<file path="src/rtl/cache_array_if.sv">
// Request/response bundle between the cache controller and one cache_array way.
// The master modport is the controller side; the slave modport is the array side.
interface cache_array_if #(
  parameter int DEPTH  = 16,
  parameter int TAG_W  = 4,
  parameter int DATA_W = 8
);
  logic              req_valid;
  logic              req_ready;
  logic [1:0]        req_op;
  logic [DEPTH-1:0]  wl;
  logic [TAG_W-1:0]  tag_in;
  logic [DATA_W-1:0] data_in;
  logic              resp_valid;
  logic [TAG_W-1:0]  tag_out;
  logic [DATA_W-1:0] data_out;
  logic              valid_out;
  logic              hit;
  logic              err;
  logic              par_err;

  modport master (
    output req_valid, req_op, wl, tag_in, data_in,
    input  req_ready, resp_valid, tag_out, data_out, valid_out, hit, err, par_err
  );

  modport slave (
    input  req_valid, req_op, wl, tag_in, data_in,
    output req_ready, resp_valid, tag_out, data_out, valid_out, hit, err, par_err
  );
endinterface

</file>
<file path="src/rtl/cache_array.sv">
// Tag/data storage way: one-hot wordline access, registered read, tag lookup, flash-invalidate.
// Optional even parity per entry is enabled with `define CACHE_ARRAY_PARITY_EN.
module cache_array #(
  parameter int DEPTH  = 16,
  parameter int TAG_W  = 4,
  parameter int DATA_W = 8
) (
  input  logic         clk,
  input  logic         rst_n,
  cache_array_if.slave bus
);
  localparam int ADDR_W = (DEPTH > 1) ? $clog2(DEPTH) : 1;

  localparam logic [1:0] OP_READ   = 2'b00;
  localparam logic [1:0] OP_WRITE  = 2'b01;
  localparam logic [1:0] OP_LOOKUP = 2'b10;
  localparam logic [1:0] OP_FLUSH  = 2'b11;

  typedef enum logic {IDLE, FLUSH} state_t;

  state_t              state_reg;
  logic [ADDR_W-1:0]   flush_cnt_reg;
  logic [DEPTH-1:0]    valid_reg;
  logic                resp_valid_reg;
  logic                show_reg;
  logic                valid_out_reg;
  logic                hit_cand_reg;
  logic                par_chk_reg;
  logic                err_reg;

  logic [TAG_W-1:0]    tag_mem  [DEPTH];
  logic [DATA_W-1:0]   data_mem [DEPTH];
  logic [TAG_W-1:0]    rd_tag_reg;
  logic [DATA_W-1:0]   rd_data_reg;
  logic [TAG_W-1:0]    cmp_tag_reg;

  logic [ADDR_W-1:0]   idx;
  logic                wl_err;
  logic                accept;
  logic                wr_en;
  logic                rd_en;
  logic                par_err;

  // Encode by OR-ing indices of set bits; only meaningful when wl is one-hot.
  always_comb begin
    idx = '0;
    for (int i = 0; i < DEPTH; i++) begin
      if (bus.wl[i]) idx = idx | ADDR_W'(i);
    end
  end

  assign wl_err = (bus.wl == '0) || ((bus.wl & (bus.wl - DEPTH'(1))) != '0);
  assign accept = bus.req_valid && (state_reg == IDLE);
  assign wr_en  = accept && (bus.req_op == OP_WRITE) && !wl_err;
  assign rd_en  = accept && ((bus.req_op == OP_READ) || (bus.req_op == OP_LOOKUP)) && !wl_err;

  // Storage is not reset: only the valid bits carry reset state.
  always_ff @(posedge clk) begin
    if (wr_en) begin
      tag_mem[idx]  <= bus.tag_in;
      data_mem[idx] <= bus.data_in;
    end
    if (rd_en) begin
      rd_tag_reg  <= tag_mem[idx];
      rd_data_reg <= data_mem[idx];
      cmp_tag_reg <= bus.tag_in;
    end
  end

`ifdef CACHE_ARRAY_PARITY_EN
  logic par_mem [DEPTH];
  logic rd_par_reg;

  always_ff @(posedge clk) begin
    if (wr_en) par_mem[idx] <= ^{bus.tag_in, bus.data_in};
    if (rd_en) rd_par_reg   <= par_mem[idx];
  end

  assign par_err = par_chk_reg && ((^{rd_tag_reg, rd_data_reg}) != rd_par_reg);
`else
  assign par_err = 1'b0;
`endif

  always_ff @(posedge clk or negedge rst_n) begin
    if (!rst_n) begin
      state_reg      <= IDLE;
      flush_cnt_reg  <= '0;
      valid_reg      <= '0;
      resp_valid_reg <= 1'b0;
      show_reg       <= 1'b0;
      valid_out_reg  <= 1'b0;
      hit_cand_reg   <= 1'b0;
      par_chk_reg    <= 1'b0;
      err_reg        <= 1'b0;
    end else begin
      resp_valid_reg <= 1'b0;
      case (state_reg)
        IDLE: begin
          if (accept) begin
            if (bus.req_op == OP_FLUSH) begin
              state_reg     <= FLUSH;
              flush_cnt_reg <= '0;
            end else begin
              resp_valid_reg <= 1'b1;
              err_reg        <= wl_err;
              if (bus.req_op == OP_WRITE) begin
                if (!wl_err) valid_reg[idx] <= 1'b1;
                valid_out_reg <= !wl_err;
                show_reg      <= 1'b0;
                hit_cand_reg  <= 1'b0;
                par_chk_reg   <= 1'b0;
              end else begin
                // Invalid entries report zeros and skip the parity check.
                valid_out_reg <= !wl_err && valid_reg[idx];
                show_reg      <= !wl_err && valid_reg[idx];
                par_chk_reg   <= !wl_err && valid_reg[idx];
                hit_cand_reg  <= (bus.req_op == OP_LOOKUP) && !wl_err && valid_reg[idx];
              end
            end
          end
        end
        FLUSH: begin
          valid_reg[flush_cnt_reg] <= 1'b0;
          if (flush_cnt_reg == ADDR_W'(DEPTH - 1)) begin
            state_reg      <= IDLE;
            flush_cnt_reg  <= '0;
            resp_valid_reg <= 1'b1;
            err_reg        <= 1'b0;
            valid_out_reg  <= 1'b0;
            show_reg       <= 1'b0;
            hit_cand_reg   <= 1'b0;
            par_chk_reg    <= 1'b0;
          end else begin
            flush_cnt_reg <= flush_cnt_reg + ADDR_W'(1);
          end
        end
        default: state_reg <= IDLE;
      endcase
    end
  end

  assign bus.req_ready  = (state_reg == IDLE);
  assign bus.resp_valid = resp_valid_reg;
  assign bus.tag_out    = show_reg ? rd_tag_reg : '0;
  assign bus.data_out   = show_reg ? rd_data_reg : '0;
  assign bus.valid_out  = valid_out_reg;
  assign bus.hit        = hit_cand_reg && (rd_tag_reg == cmp_tag_reg) && !par_err;
  assign bus.err        = err_reg;
  assign bus.par_err    = par_err;
endmodule

</file>
<file path="src/flat_wrapper.sv">
// flat-port wrapper written by rule: the top's interface ports become plain ports
module cache_array_flat 
#(
  parameter int DEPTH  = 16,
  parameter int TAG_W  = 4,
  parameter int DATA_W = 8
)
  (clk, rst_n, bus_req_valid, bus_req_op, bus_wl, bus_tag_in, bus_data_in, bus_req_ready, bus_resp_valid, bus_tag_out, bus_data_out, bus_valid_out, bus_hit, bus_err, bus_par_err);
  cache_array_if #(.DEPTH(DEPTH), .TAG_W(TAG_W), .DATA_W(DATA_W)) bus_i ();
  input  logic clk;
  input  logic rst_n;
  input wire logic [$bits(bus_i.req_valid)-1:0] bus_req_valid;
  input wire logic [$bits(bus_i.req_op)-1:0] bus_req_op;
  input wire logic [$bits(bus_i.wl)-1:0] bus_wl;
  input wire logic [$bits(bus_i.tag_in)-1:0] bus_tag_in;
  input wire logic [$bits(bus_i.data_in)-1:0] bus_data_in;
  output wire logic [$bits(bus_i.req_ready)-1:0] bus_req_ready;
  output wire logic [$bits(bus_i.resp_valid)-1:0] bus_resp_valid;
  output wire logic [$bits(bus_i.tag_out)-1:0] bus_tag_out;
  output wire logic [$bits(bus_i.data_out)-1:0] bus_data_out;
  output wire logic [$bits(bus_i.valid_out)-1:0] bus_valid_out;
  output wire logic [$bits(bus_i.hit)-1:0] bus_hit;
  output wire logic [$bits(bus_i.err)-1:0] bus_err;
  output wire logic [$bits(bus_i.par_err)-1:0] bus_par_err;
  assign bus_i.req_valid = bus_req_valid;
  assign bus_i.req_op = bus_req_op;
  assign bus_i.wl = bus_wl;
  assign bus_i.tag_in = bus_tag_in;
  assign bus_i.data_in = bus_data_in;
  assign bus_req_ready = bus_i.req_ready;
  assign bus_resp_valid = bus_i.resp_valid;
  assign bus_tag_out = bus_i.tag_out;
  assign bus_data_out = bus_i.data_out;
  assign bus_valid_out = bus_i.valid_out;
  assign bus_hit = bus_i.hit;
  assign bus_err = bus_i.err;
  assign bus_par_err = bus_i.par_err;
  cache_array #(.DEPTH(DEPTH), .TAG_W(TAG_W), .DATA_W(DATA_W)) u_core (.clk(clk), .rst_n(rst_n), .bus(bus_i));
endmodule
</file>
<file path="config.mk">
export PLATFORM = sky130hd
export DESIGN_NAME = cache_array_flat
export DESIGN_NICKNAME = d
export VERILOG_FILES = /design/src/rtl/cache_array_if.sv /design/src/rtl/cache_array.sv /design/src/flat_wrapper.sv
export SDC_FILE = /design/constraint.sdc
export NUM_CORES = 1
export LEC_CHECK = 0
export ABC_CLOCK_PERIOD_IN_PS = 8300
export CORE_MARGIN = 5
export CORE_UTILIZATION = 40
export CTS_CLUSTER_DIAMETER = 120
export DETAILED_ROUTE_END_ITERATION = 10
export HOLD_SLACK_MARGIN = 0.12
export PLACE_DENSITY = 0.6
export SLEW_MARGIN = 10
export SYNTH_ARGS = -nofsm -noshare
export SYNTH_HDL_FRONTEND = slang
export SYNTH_SLANG_ARGS = --single-unit
export TNS_END_PERCENT = 100
</file>
<file path="constraint.sdc">
create_clock -name clk -period 8.3 [get_ports clk]
set_clock_uncertainty 0.05 [all_clocks]
set_input_delay 1.66 -clock clk [delete_from_list [all_inputs] [get_ports clk]]
set_output_delay 1.66 -clock clk [all_outputs]
set_load 0.01 [all_outputs]
</file>
==> results.json, run 1 <==
{
  "fin_crit_sh_pct": 65.8,
  "worstHoldPathCells": 2,
  "yosys_warnings": 0,
  "final_common_cell": "edfxtp_1",
  "synth_top_area_cell": "edfxtp_1",
  "yosysTopAreaCellShare_pct": 66.7,
  "grt_pass1_vias": 5883,
  "cts_root_buffer": "clkbuf_16",
  "pre_cts_slack_ns": 2.39,
  "die_h_um": 163,
  "synth.distinct_cells": 54,
  "startpoint_type": "input port",
  "synth_nets": 663,
  "final_nets": 713,
  "layout_common_cells": "edfxtp_1 (208), a22oi_1 (82), a21oi_1 (55)",
  "synth_compound_area_share_pct": 15.0,
  "antenna_left": 0,
  "synth_top_family_by_area": "compound AO/OA/AOI/OAI gates",
  "ys.flop_type": "edfxtp_1",
  "cts_tree": "done",
  "ctsResizeCount": 0,
  "maxSlewViolCount": 0,
  "hpwl_mm": 15.2,
  "crit_path_end_kind": "flop",
  "vias": 5923,
  "rows": 56,
  "wl_per_cell_um": 24.0,
  "fin_setup_tns_ns": 0,
  "hold_viol_final": 0,
  "grt_pass1_wl_mm": 36.7,
  "clockBufferDepth": 3,
  "drive_above_1_share_pct": 11.1,
  "grt_start_max_net_pins": 54,
  "antenna_found_initial": 1,
  "power_density_nw_per_um2": 243,
  "period_needed_ns": 5.47,
  "netlist_area_um2": 9360,
  "synth-seq-area-share_pct": 73.7,
  "postCtsSetupRepairBufs": 0,
  "synthMuxAreaShare_pct": 0.227,
  "finalWirelength_mm": 24.3,
  "clkSlewWorstSetupHoldPaths_ns": 0.06,
  "ys_top_cells_by_area": "edfxtp_1 (67%), dfrtp_1 (6.9%), a22oi_1 (6.6%), a21oi_1 (3.0%), nand2_1 (1.8%)",
  "timing.fmax_ghz": 0.183,
  "whs_endpoint": "u_core.valid_reg[14]",
  "cts_max_level": 1,
  "worst_slack_ns": 2.83,
  "core_um2": 23300,
  "ys_async_sr_fraction_pct": 11.1,
  "drc": 0,
  "worst_hold_startpoint": "u_core.valid_reg[14]",
  "hold_buffers": 0,
  "synth_xor_area_share_pct": 0.468,
  "synth_edf_count": 208,
  "total_leakage_power_nw": 3.49,
  "io_pins": 51,
  "synthCells": 626,
  "synth_seq_cells": 234,
  "r2r-start": "u_core.state_reg",
  "clkSinkCount": 234,
  "firstDrtPassIters": 5,
  "outcome": "finished, final reports clean",
  "worstMarginPinSlew_ns": 1.15,
  "num_antenna_cells": 0,
  "avgSynthCellArea_um2": 15.0,
  "rsz0062_at_grt": "no",
  "dieArea_um2": 26600,
  "start_util_pct": 40.2,
  "numPortBuffers": 49,
  "drv_cap": 0,
  "drt_iter0_drc": 649,
  "gr-total-overflow": 0,
  "reg2regPathDepth": 6,
  "reg2reg_slack_ns": 4.85,
  "synth_fa_ha_area_share_pct": 0.641,
  "slew_headroom_pct": 22.9,
  "required_ns": 8.38,
  "r2r_end": "u_core.data_mem[13][6]",
  "clock_latency_ns": 0.51,
  "gp_congestion": 0.902,
  "setup_viol": 0,
  "fp.dieW_um": 163,
  "track_usage_pct": 18.3,
  "cts-buffers-inserted": 25,
  "min_path_type": "reg -> reg",
  "critPathMaxFanout": 13,
  "largest_reg_flops": 128,
  "synthSimpleGateAreaFrac_pct": 8.37,
  "vdd_drop_max_mv": 0.127,
  "crit_type": "in -> reg",
  "viasPerCell": 5.85,
  "synthToLayoutAreaGrowth_pct": 18.6,
  "critPathArrivalTime_ns": 5.54
}
[synthesized netlist by cell type (all sizes together), types with 4 or more instances]
library cell / instances
nand3: 6
o221ai: 4
a22o: 11
nor2: 15
a221oi: 8
clkbuf: 29
nand2: 44
or3: 6
dfrtp: 26
inv: 4
edfxtp: 208
o21ai: 10
and2: 12
or4: 15
o22ai: 9
ha: 4
buf: 4
nor3: 19
xor2: 4
a22oi: 82
a21oi: 56
nor4: 8
a31oi: 12
[power breakdown]
part | total (mW) | internal [mW] | switching [mW] | leakage [nW]
clock network | 1.18 | 0.737 | 0.440 | 0.427
logic | 0.194 | 0.0707 | 0.123 | 0.854
registers | 1.33 | 1.31 | 0.0213 | 2.21
[per-stage QoR]
| step | cells | power (mW) | utilization [%] | area, um2 | hold slack [ns] |
|---|---|---|---|---|---|
| 6_report | 1012 | 2.70 | 47.7 | 11100 | 0.433 |
| 3_5_place_dp | 968 | 1.55 | 44.0 | 10200 | 0.427 |
| 5_1_grt | 1012 | 2.79 | 47.7 | 11100 | 0.471 |
| 3_3_place_gp | 968 | 1.54 | 44.0 | 10200 | 0.412 |
| 4_1_cts | 1012 | 2.71 | 47.7 | 11100 | 0.440 |
| 2_1_floorplan | 626 | 1.45 | - | 9360 | 0.397 |
[worst max-delay path, cell delays in order]
cell	delay, ns
clkdlybuf4s50_1	0.52
or4_1	0.69
or3_4	0.43
a211oi_1	0.24
o211ai_1	0.17
nor2_1	0.69
nand2_1	0.33
nor3_2	0.80
[layer usage]
layer / vias to the layer above / track usage (%) / wire (um) / share of wire, %
met2: 278 / 32.1 / 12400 / 51
met3: 45 / 2.83 / 1580 / 6.5
li1: 2640 / - / - / -
met5: - / 0 / 16 / 0.066
met1: 2958 / 24.1 / 9790 / 40
met4: 2 / 4.46 / 508 / 2.1
[worst max-delay path by stage]
stage / cells after the start / end / startpoint / slack (ns)
2_1_floorplan: 7 / u_core.cmp_tag_reg[0] / bus_wl[7] / 3.39
6_report: 8 / u_core.data_mem[7][7] / bus_wl[7] / 2.83
5_1_grt: 8 / u_core.data_mem[7][5] / bus_wl[7] / 2.66
4_1_cts: 8 / u_core.data_mem[3][3] / bus_wl[7] / 2.92
3_3_place_gp: 8 / u_core.tag_mem[7][3] / bus_wl[7] / 2.47
3_5_place_dp: 8 / u_core.data_mem[3][7] / bus_wl[7] / 2.39
[cell type report]
| type | count | area, um2 |
|---|---|---|
| clock inverters | 17 | 239 |
| well taps | 319 | 399 |
| repair buffers | 56 | 538 |
| multi-input cells | 355 | 2380 |
| clock buffers | 27 | 633 |
| flip-flops and latches | 234 | 6900 |
| inverters | 4 | 15.0 |
| fillers | 1982 | 12200 |
[kinds of logic (layout without fill, tap and decap cells)]
family	Yosys count	count (layout)
AO/OA/AOI/OAI	207	207
other	1	1
flip-flops	234	234
buffers and inverters	37	104
multiplexers	2	2
adder cells (fa/ha/maj)	5	5
AND/OR/NAND/NOR	135	135
XOR/XNOR	5	5
Power figures use the tool's default switching activity.
==> run 2: changes to the inputs <==
Settings changed: ABC_CLOCK_PERIOD_IN_PS 8300 to 4960, PLACE_DENSITY 0.6 to 0.62.
Clock period 8.3 ns to 4.96 ns, I/O delays scaled along.
==> results.json, run 2 (synthesized netlist as in run 1, its figures left out) <==
{
  "outcome": "finished, final reports clean",
  "drc": 0,
  "drt_iter0_drc": 654,
  "layout_common_cells": "edfxtp_1 (208), a22oi_1 (82), a21oi_1 (55)",
  "drv_cap": 0,
  "clock_latency_ns": 0.52,
  "start_util_pct": 40.2,
  "slew_headroom_pct": 22.5,
  "io_pins": 51,
  "total_leakage_power_nw": 3.61,
  "grt_start_max_net_pins": 53,
  "grt_pass1_vias": 5976,
  "clkSinkCount": 234,
  "wl_per_cell_um": 23.7,
  "setup_viol": 0,
  "crit_chain": "clkdlybuf4s50_1 -> or4_1 -> or3_4 -> a211oi_1 -> o21ai_1 -> or3_1 -> buf_4 -> nor3_2 -> buf_4",
  "cts_tree": "done",
  "vdd_drop_max_mv": 0.216,
  "clkSlewWorstSetupHoldPaths_ns": 0.06,
  "clockBufferDepth": 3,
  "largest_reg_flops": 128,
  "dp.cells": 996,
  "maxSlewViolCount": 0,
  "die_h_um": 163,
  "path_common_cell": "buf_4",
  "switchingPower_mw": 0.971,
  "cts_max_level": 1,
  "ctsResizeCount": 0,
  "gp_congestion": 0.888,
  "worstMarginPinSlew_ns": 1.16,
  "cts-buffers-inserted": 25,
  "synthToLayoutAreaGrowth_pct": 20.6,
  "firstDrtPassIters": 6,
  "crit_path_end_kind": "flop",
  "hold_buffers": 0,
  "drive_above_1_share_pct": 14.3,
  "rows": 56,
  "critPathMaxFanout": 12,
  "numPortBuffers": 49,
  "grt_pass1_wl_mm": 36.9,
  "final_nets": 741,
  "dieArea_um2": 26600,
  "fin_cells": 1041,
  "fp.dieW_um": 163,
  "rsz0062_at_grt": "no",
  "viasPerCell": 5.81,
  "critPathArrivalTime_ns": 4.02,
  "fin_crit_sh_pct": 77.7,
  "p_sw_share_pct": 22.2,
  "num_antenna_cells": 0,
  "hpwl_mm": 16.0,
  "crit_slowest_cell": "or4_1",
  "timing.fmax_ghz": 0.259,
  "gr-total-overflow": 0,
  "period_needed_ns": 3.86,
  "required_ns": 5.13,
  "p_comb_share_pct": 6.6,
  "finalPower_mw": 4.37,
  "track_usage_pct": 18.5,
  "min_path_type": "in -> async",
  "antenna_left": 0,
  "crit_type": "in -> reg",
  "finalWirelength_mm": 24.7,
  "final_common_cell": "edfxtp_1",
  "hold_viol_final": 0,
  "power_density_nw_per_um2": 387,
  "postCtsSetupRepairBufs": 0,
  "vias": 6049,
  "startpoint_type": "input port",
  "antenna_found_initial": 0,
  "whs_ns": 0.430,
  "pwr-share-seq_pct": 51.7,
  "fin_setup_tns_ns": 0,
  "core_um2": 23300,
  "p_clk_share_pct": 41.7,
  "p_int_mw": 3.40,
  "critPathMaxStageDelay_ns": 0.68,
  "cts_root_buffer": "clkbuf_16"
}
## run 2: layout make-up
class,instances,area [um2]
fillers,1992,12000
flip-flops and latches,234,6900
clock buffers,30,654
clock inverters,15,158
well taps,319,399
inverters,4,15.0
multi-input cells,355,2380
repair buffers,84,786
## run 2: power by group through the flow
stage                     clock (mW)  combinational [mW]  sequential [mW]
after floorplan                    0               0.175             2.25
after global placement             0               0.278             2.29
after detailed placement           0               0.288             2.29
after CTS                       1.84               0.290             2.25
after global routing            1.94               0.323             2.26
final                           1.82               0.289             2.26
## run 2: metal layers
layer  wire length (um)  GRT usage [%]  vias to the layer above
met5                  0              0                        -
met4                580           4.96                        0
met3               2070           3.09                       40
met2              11500           29.2                      297
met1              10500           26.8                     3023
li1                   -              -                     2689
## run 2: path summary, 6_finish.rpt
path | start | to | slack, ns | cells after the start
min in group clk | u_core.valid_reg[15] | u_core.valid_reg[15] | 0.44 | 1
max | bus_wl[7] | u_core.data_mem[6][6] | 1.10 | 9
max reg2reg | u_core.state_reg | u_core.data_mem[6][6] | 1.85 | 7
min reg2reg | u_core.valid_reg[15] | u_core.valid_reg[15] | 0.44 | 1
max in group asynchronous | rst_n | u_core.valid_reg[15] | 4.04 | 1
min | rst_n | u_core.flush_cnt_reg[3] | 0.43 | 1
## run 2: stage by stage
| stage | util, % | area (um2) | setup WS [ns] |
|---|---|---|---|
| floorplan | - | 9360 | 0.720 |
| global placement | 45.1 | 10500 | 0.698 |
| detailed placement | 45.1 | 10500 | 0.643 |
| CTS | 48.5 | 11300 | 1.15 |
| global route | 48.5 | 11300 | 0.968 |
| finish | 48.5 | 11300 | 1.10 |
## run 2: worst max-delay path, delay by kind of cell
family / cells / cell delay, ns
buf+inv: 3 / 1.00
compound gates: 2 / 0.39
simple gates: 4 / 1.62
==> run 3: changes to the inputs <==
Settings changed: ABC_CLOCK_PERIOD_IN_PS 4960 to 3800, PLACE_DENSITY 0.62 to 0.6.
Clock period 4.96 ns to 3.8 ns, I/O delays scaled along.
==> results.json, run 3 (synthesized netlist as in run 1, its figures left out) <==
{
  "hold_buffers": 0,
  "reg2regPathDepth": 7,
  "r2r_end": "u_core.data_mem[13][1]",
  "die_h_um": 163,
  "hold_viol_final": 0,
  "antenna_left": 0,
  "layout_common_cells": "edfxtp_1 (208), a22oi_1 (82), buf_4 (60)",
  "finalWirelength_mm": 23.1,
  "cts_max_level": 1,
  "r2r-start": "u_core.state_reg",
  "synthToLayoutAreaGrowth_pct": 23.3,
  "path_buf_inv": 3,
  "cts_root_buffer": "clkbuf_16",
  "drv_cap": 0,
  "critPathMaxStageDelay_ns": 0.58,
  "io_pins": 51,
  "start_util_pct": 40.2,
  "numPortBuffers": 49,
  "cp-startpoint": "bus_wl[0]",
  "min_path_type": "in -> async",
  "fin_crit_sh_pct": 91.3,
  "gr-total-overflow": 0,
  "required_ns": 3.97,
  "final_common_cell": "edfxtp_1",
  "cts_tree": "done",
  "dp.cells": 1030,
  "track_usage_pct": 17.2,
  "outcome": "finished, final reports clean",
  "ctsResizeCount": 0,
  "crit_path_end_kind": "flop",
  "power_density_nw_per_um2": 477,
  "clkSlewWorstSetupHoldPaths_ns": 0.06,
  "clkSinkCount": 234,
  "reg2reg_slack_ns": 1.33,
  "drc": 0,
  "rsz0062_at_grt": "no",
  "cts-buffers-inserted": 24,
  "clockBufferDepth": 3,
  "crit_chain": "clkdlybuf4s50_1 -> or4_4 -> or4_1 -> o21ai_1 -> o2111ai_1 -> or3_1 -> buf_12 -> nor3_2 -> buf_4",
  "clock_latency_ns": 0.54,
  "largest_reg_flops": 128,
  "finalInstanceArea_um2": 11500,
  "hpwl_mm": 15.3,
  "startpoint_type": "input port",
  "drive_above_1_share_pct": 17.5,
  "grt_pass1_wl_mm": 35.0,
  "fp.dieW_um": 163,
  "crit_type": "in -> reg",
  "vdd_drop_max_mv": 0.428,
  "fin_util_pct": 49.6,
  "timing.fmax_ghz": 0.288,
  "total_leakage_power_nw": 3.77,
  "num_antenna_cells": 0,
  "rows": 56,
  "firstDrtPassIters": 5,
  "pre_cts_slack_ns": -0.218,
  "drt_iter0_drc": 496,
  "critPathArrivalTime_ns": 3.64,
  "path_delay_family": "simple AND/OR/NAND/NOR gates",
  "grt_start_max_net_pins": 54,
  "worst_slack_ns": 0.329,
  "viasPerCell": 5.62,
  "critPathMaxFanout": 12,
  "gp_congestion": 0.861,
  "worstMarginPinSlew_ns": 0.822,
  "n_fill_cell": 2005,
  "slew_headroom_pct": 45.0,
  "vias": 6029,
  "maxSlewViolCount": 0,
  "crit_slowest_cell": "or4_4",
  "antenna_found_initial": 0,
  "final_nets": 774,
  "postCtsSetupRepairBufs": 0,
  "wl_per_cell_um": 21.5,
  "dieArea_um2": 26600,
  "fin_cells": 1072,
  "setup_viol": 0,
  "period_needed_ns": 3.47,
  "grt_pass1_vias": 6030,
  "dpl_cell_area_um2": 10800,
  "finalPower_mw": 5.51,
  "core_um2": 23300
}
run 3: worst max-delay path by stage:
stage                                         to  slack [ns]  depth (start not counted)
after floorplan           u_core.data_mem[11][0]       -0.12                          9
after CTS                  u_core.tag_mem[10][3]        0.32                          9
after detailed placement   u_core.tag_mem[10][3]       -0.22                          9
final                     u_core.data_mem[13][1]        0.33                          9
after global placement     u_core.tag_mem[10][3]       -0.20                          9
after global routing       u_core.tag_mem[10][3]        0.22                          9
run 3: through the flow:
step                TNS (ns)  hold WS [ns]
global route               0         0.244
CTS                        0         0.441
floorplan              -4.18         0.397
finish                     0         0.195
detailed placement    -17.47         0.425
global placement      -15.65         0.417
run 3: power breakdown:
| group | switching (mW) | internal, mW |
|---|---|---|
| clock network | 0.937 | 1.24 |
| logic | 0.267 | 0.166 |
| registers | 0.0492 | 2.85 |
| total | 1.25 | 4.25 |
run 3: layout make-up:
class	instances	area [um2]	share of cell area [%]
clock buffers	29	619	5.37
clock inverters	13	115	0.997
inverters	4	15.0	0.130
multi-input cells	355	2380	20.6
flip-flops and latches	234	6900	59.8
well taps	319	399	3.46
repair buffers	118	1120	9.67
run 3: routing by layer:
metal  global-route usage [%]  part of all wire, %  vias up
li1                         -                    -     2755
met5                        0                    0        -
met1                     23.6                   42     2988
met2                     27.9                   47      243
met3                     3.57                  7.9       43
met4                     5.03                  2.9        0
run 3: worst register-to-register path, stage by stage (launching register included):
cell	delay [ns]
dfrtp_1	0.38
inv_1	0.13
nand2_1	0.16
or3b_2	0.50
or3_1	0.38
buf_12	0.18
nor3_2	0.20
buf_4	0.21
